===== config.mk =====
export PLATFORM = sky130hd
export DESIGN_NAME = relu_maxpool_2x2
export DESIGN_NICKNAME = d
export VERILOG_FILES = /design/src/rtl/relu_maxpool_2x2.sv
export SDC_FILE = /design/constraint.sdc
export NUM_CORES = 1
export LEC_CHECK = 0
export BUFFER_PORTS_ARGS = -buffer_cell sky130_fd_sc_hd__buf_2
export CORE_MARGIN = 2
export CORE_UTILIZATION = 30
export CTS_BUF_LIST = sky130_fd_sc_hd__clkbuf_8
export CTS_CLUSTER_SIZE = 28
export DETAILED_ROUTE_END_ITERATION = 8
export GPL_TIMING_DRIVEN = 1
export RECOVER_POWER = 100
export REMOVE_ABC_BUFFERS = 1
export SLEW_MARGIN = 20
export SYNTH_ARGS = -nofsm -noshare
export SYNTH_HDL_FRONTEND = slang
export SYNTH_SLANG_ARGS = --single-unit

===== constraint.sdc =====
create_clock -name clk -period 12.1 [get_ports clk]
set_input_delay 2.42 -clock clk [delete_from_list [all_inputs] [get_ports clk]]
set_output_delay 2.42 -clock clk [all_outputs]
set_load 0.005 [all_outputs]

===== src/rtl/relu_maxpool_2x2.sv =====
// relu_maxpool_2x2: 2x2 max pooling (stride 2) over a raster-order OFM stream,
// followed by an optional ReLU on each pooled result.
// Build option: define RELU_POOL_EN to clamp negative pooled values to zero.
module relu_maxpool_2x2 #(
    parameter int unsigned DW    = 36,
    parameter int unsigned IMG_W = 12,
    parameter int unsigned IMG_H = 12
) (
    input  logic          clk,
    input  logic          rst,
    input  logic          in_valid,
    input  logic [DW-1:0] In_OFM,
    output logic          out_valid,
    output logic [DW-1:0] Out_Pool,
    output logic          frame_done
);

    localparam int unsigned COL_W = (IMG_W > 1) ? $clog2(IMG_W) : 1;
    localparam int unsigned ROW_W = (IMG_H > 1) ? $clog2(IMG_H) : 1;
    localparam int unsigned LB_N  = IMG_W / 2;
    localparam int unsigned LB_AW = (LB_N > 1) ? $clog2(LB_N) : 1;

    logic [COL_W-1:0]     col_q, col_d;
    logic [ROW_W-1:0]     row_q, row_d;
    logic signed [DW-1:0] pair_max_q, pair_max_d;
    logic                 out_valid_q, out_valid_d;
    logic signed [DW-1:0] out_pool_q, out_pool_d;
    logic                 frame_done_q, frame_done_d;

    // Half-row buffer of horizontal pair maxima; written on even rows, read on odd rows
    logic signed [DW-1:0] linebuf_q [LB_N];
    logic                 lb_we;
    logic [LB_AW-1:0]     lb_idx;

    logic signed [DW-1:0] in_s;
    logic signed [DW-1:0] h_max;
    logic signed [DW-1:0] lb_rd;
    logic signed [DW-1:0] p_max;
    logic signed [DW-1:0] f_p;
    logic                 last_col;
    logic                 last_row;

    // Pooling datapath: horizontal pair max, vertical max against line buffer, optional ReLU
    always_comb begin
        in_s     = $signed(In_OFM);
        lb_idx   = LB_AW'(col_q >> 1);
        h_max    = (pair_max_q > in_s) ? pair_max_q : in_s;
        lb_rd    = linebuf_q[lb_idx];
        p_max    = (lb_rd > h_max) ? lb_rd : h_max;
`ifdef RELU_POOL_EN
        f_p      = p_max[DW-1] ? '0 : p_max;
`else
        f_p      = p_max;
`endif
        last_col = (col_q == COL_W'(IMG_W - 1));
        last_row = (row_q == ROW_W'(IMG_H - 1));
    end

    // Next-state: raster counters, pair latch, line-buffer write enable, output staging
    always_comb begin
        col_d        = col_q;
        row_d        = row_q;
        pair_max_d   = pair_max_q;
        out_valid_d  = 1'b0;
        out_pool_d   = out_pool_q;
        frame_done_d = 1'b0;
        lb_we        = 1'b0;
        if (in_valid) begin
            if (!col_q[0]) begin
                pair_max_d = in_s;
            end else if (!row_q[0]) begin
                lb_we = 1'b1;
            end else begin
                out_valid_d  = 1'b1;
                out_pool_d   = f_p;
                frame_done_d = last_row && last_col;
            end
            if (last_col) begin
                col_d = '0;
                row_d = last_row ? '0 : row_q + ROW_W'(1);
            end else begin
                col_d = col_q + COL_W'(1);
            end
        end
    end

    // Control and output registers with asynchronous reset
    always_ff @(posedge clk or posedge rst) begin
        if (rst) begin
            col_q        <= '0;
            row_q        <= '0;
            pair_max_q   <= '0;
            out_valid_q  <= 1'b0;
            out_pool_q   <= '0;
            frame_done_q <= 1'b0;
        end else begin
            col_q        <= col_d;
            row_q        <= row_d;
            pair_max_q   <= pair_max_d;
            out_valid_q  <= out_valid_d;
            out_pool_q   <= out_pool_d;
            frame_done_q <= frame_done_d;
        end
    end

    // Line buffer storage; contents need no reset since every entry is written before it is read
    always_ff @(posedge clk) begin
        if (lb_we) begin
            linebuf_q[lb_idx] <= h_max;
        end
    end

    assign out_valid  = out_valid_q;
    assign Out_Pool   = out_pool_q;
    assign frame_done = frame_done_q;

endmodule


==> impl_metrics.py <==
metrics = {
    "status": {
        "status": "finished, violations left",
        "violations": "capacitance limit, slew limit",
    },
    "synthesis": {
        "synth_area_um2": 13900,
        "ys_async_sr_fraction_pct": 27.5,
        "ys_ff_latch": 298,
        "synthTopCellsByArea": "edfxtp_1, dfrtp_1, mux2_2",
        "synth_top_area_share_pct": 46.7,
        "synth_edf_count": 216,
        "syn_inst": 1007,
        "yosysWarnings": 0,
        "ys.flop_type": "edfxtp_1",
        "synth_cell_types": 51,
        "synth_top_cell_by_area": "edfxtp_1",
        "seq_area_frac_synth_pct": 61.4,
        "syn_avg_cell_area_um2": 13.8,
    },
    "critical_path": {
        "critPathLaunchType": "primary input",
        "critPathArrivalTime_ns": 10.33,
        "required_ns": 12.59,
        "cp-end-kind": "register",
        "crit_fanout": 38,
        "crit_type": "primary input to register",
    },
    "clock_tree": {
        "root_buffer": "clkbuf_8",
        "cts_buffers": 50,
        "clock-sinks": 298,
        "clk_latency_ns": 0.57,
        "cts_setup_buffers": 0,
        "cts.path.max_buffers": 3,
        "postCtsHoldBufs": 0,
        "clk_pin_slew_ns": 0.06,
        "ctsResizeCount": 0,
        "htree_levels": 2,
        "tritoncts": "yes",
    },
    "power": {
        "irDropWorstVdd_uv": 223,
        "power_density_nw_per_um2": 256,
        "leakage_nw": 6.10,
    },
    "drt": {
        "via_per_inst": 5.04,
        "drt-wirelength-per-cell_um": 21.2,
        "vias": 8808,
        "drt-total-wl_um": 37000,
        "firstDrtPassIters": 5,
        "ant_nets": 0,
        "drc": 0,
        "first_iter_violations": 584,
    },
    "finish": {
        "n_fill_cell": 4432,
        "synthToLayoutAreaGrowth_pct": 14.1,
        "final_util_pct": 34.8,
        "drive_gt1_share_pct": 20.2,
        "fin_cells": 1747,
        "nets": 1217,
    },
    "sta": {
        "setup_viol": 0,
        "hold_viol": 0,
        "holdWs_ns": 0.512,
        "period_share_pct": 81.3,
        "rsz0062_at_grt": "no",
        "tightest_slew_ns": 3.76,
        "worst_clock_skew_ns": 0.0182,
        "setup_ws_ns": 2.26,
        "timing.setup.tns_ns": 0,
        "slew_violations": 378,
        "fmax_mhz": 102,
        "final.min_clock_period_ns": 9.84,
        "slew_headroom_pct": -151,
    },
    "placed_design": {
        "pre_cts_slack_ns": 3.27,
        "dpl.hpwl_um": 23100,
        "placed_cells": 1652,
        "io_buffers": 76,
        "place_congestion": 0.758,
    },
    "global_routing": {
        "grt_pass1_wl_um": 56300,
        "antenna_found_initial": 3,
        "gr-total-overflow": 0,
        "track_usage_pct": 15.6,
        "grt_pass1_vias": 9027,
        "grt_max_degree": 61,
    },
    "floorplanning": {
        "ios": 77,
        "die_h_um": 219,
        "core_area_um2": 45600,
        "dieArea_um2": 48100,
        "die_x_um": 219,
        "fp-row-count": 78,
        "initial_utilization_pct": 30.5,
    },
    "min_path": {
        "min_path_type": "register to register",
    },
    "job": {
        "maxCapViolations": 11,
    },
}
area by class of cell:
type	instances	area [um^2]	area share (%)
flip-flops and latches	298	8540	53.8
repair buffers	96	453	2.85
diodes	2	5.00	0.0315
clock inverters	34	170	1.07
inverters	76	287	1.81
well taps	600	751	4.73
clock buffers	59	812	5.12
multi-input cells	582	4850	30.6
layout by cell type (no fill, tap or decap), types with 8 or more instances in the layout:
cell and n:
mux2_1 17, clkbuf_8 59, nand3_1 9, buf_2 47
inv_1 91, a22oi_1 40, o221ai_1 16, nor3_1 9
mux4_2 13, nand2_1 83, edfxtp_1 216, mux2i_1 25
o21ai_0 37, a2bb2oi_1 20, a21oi_1 29, mux2_2 82
nor2_1 32, a221o_1 18, nand4_1 12, buf_4 9
clkinv_1 8, dfrtp_1 79, clkbuf_1 40, ha_1 74
stage by stage:
step / instance area (um^2) / power [mW]
final: 15900 / 4.06
after global placement: 15000 / 3.19
after global routing: 15900 / 4.32
after CTS: 16000 / 4.11
after detailed placement: 15000 / 3.23
after floorplan: 13700 / 2.61
state kept, by name (all words and copies together) (netlist names):
| name | flops |
|---|---|
| frame_done | 1 |
| row_q | 4 |
| pair_max_q | 36 |
| col_q | 4 |
| linebuf_q | 216 |
| Out_Pool | 36 |
| out_valid | 1 |
worst paths after layout:
path                                            from                        end  slack (ns)  cells after the start
setup / recovery                           In_OFM[1]   Out_Pool[15]$_DFFE_PP0P_        2.26                     21
hold / removal              Out_Pool[34]$_DFFE_PP0P_   Out_Pool[34]$_DFFE_PP0P_        0.51                      2
setup reg to reg           pair_max_q[1]$_DFFE_PP0P_   Out_Pool[15]$_DFFE_PP0P_        3.96                     19
hold reg to reg             Out_Pool[34]$_DFFE_PP0P_   Out_Pool[34]$_DFFE_PP0P_        0.51                      2
max in group asynchronous                        rst   Out_Pool[12]$_DFFE_PP0P_        5.85                      3
min in group asynchronous                        rst  pair_max_q[6]$_DFFE_PP0P_        2.11                      2
synth_stat cells (2+ instances only):
master and count:
a2bb2oi_1 20, ha_1 74, a22oi_1 40, nand2_1 83, nor2_1 34, nand4_1 12, clkbuf_1 34, a31oi_1 2
nand3_1 9, edfxtp_1 216, nand2b_1 5, a22o_1 7, a221oi_1 4, a21oi_1 29, nor4b_1 2, nor3_1 9
mux4_2 13, mux2i_1 25, and3_1 5, a211oi_1 2, inv_1 76, buf_6 5, o221ai_1 16, nor2b_1 7
dfrtp_1 82, o211ai_1 3, and2_1 2, a221o_1 18, a21o_1 5, o21ai_0 37, and4_1 3, mux2_2 99
buf_1 11
report_power, final:
group,internal [mW],switching [mW]
Combinational,0.671,1.03
Sequential,1.37,0.110
Clock,0.465,0.408
logic make-up after synthesis:
group | share of synthesized area [%]
DFF | 61.4
muxes | 11.9
AOI/OAI and AO/OA | 10.2
adders and majority gates | 6.66
buffers and inverters | 3.71
and+or+nand+nor | 6.05
metal layers:
metal  wire (um)  GRT usage [%]
met1       16500           21.1
met2       17700           25.7
met3        2010           2.38
met4         804           4.55
met5          11              0
critical path, stage by stage:
cell	delay, ns
clkbuf_1	0.16
inv_1	0.07
ha_1	0.30
nor2b_1	0.13
o211ai_1	0.15
a211oi_1	0.09
a2111oi_0	0.60
a2bb2oi_1	0.23
o41ai_4	0.25
clkbuf_1	1.24
mux2_1	0.51
inv_1	0.09
ha_1	0.26
a21oi_1	0.15
o21ai_0	0.13
a221oi_1	0.64
o32ai_1	0.24
o31ai_1	0.27
or3b_4	0.62
and2_0	1.41
a221o_1	0.33
Power figures use the tool's default switching activity.
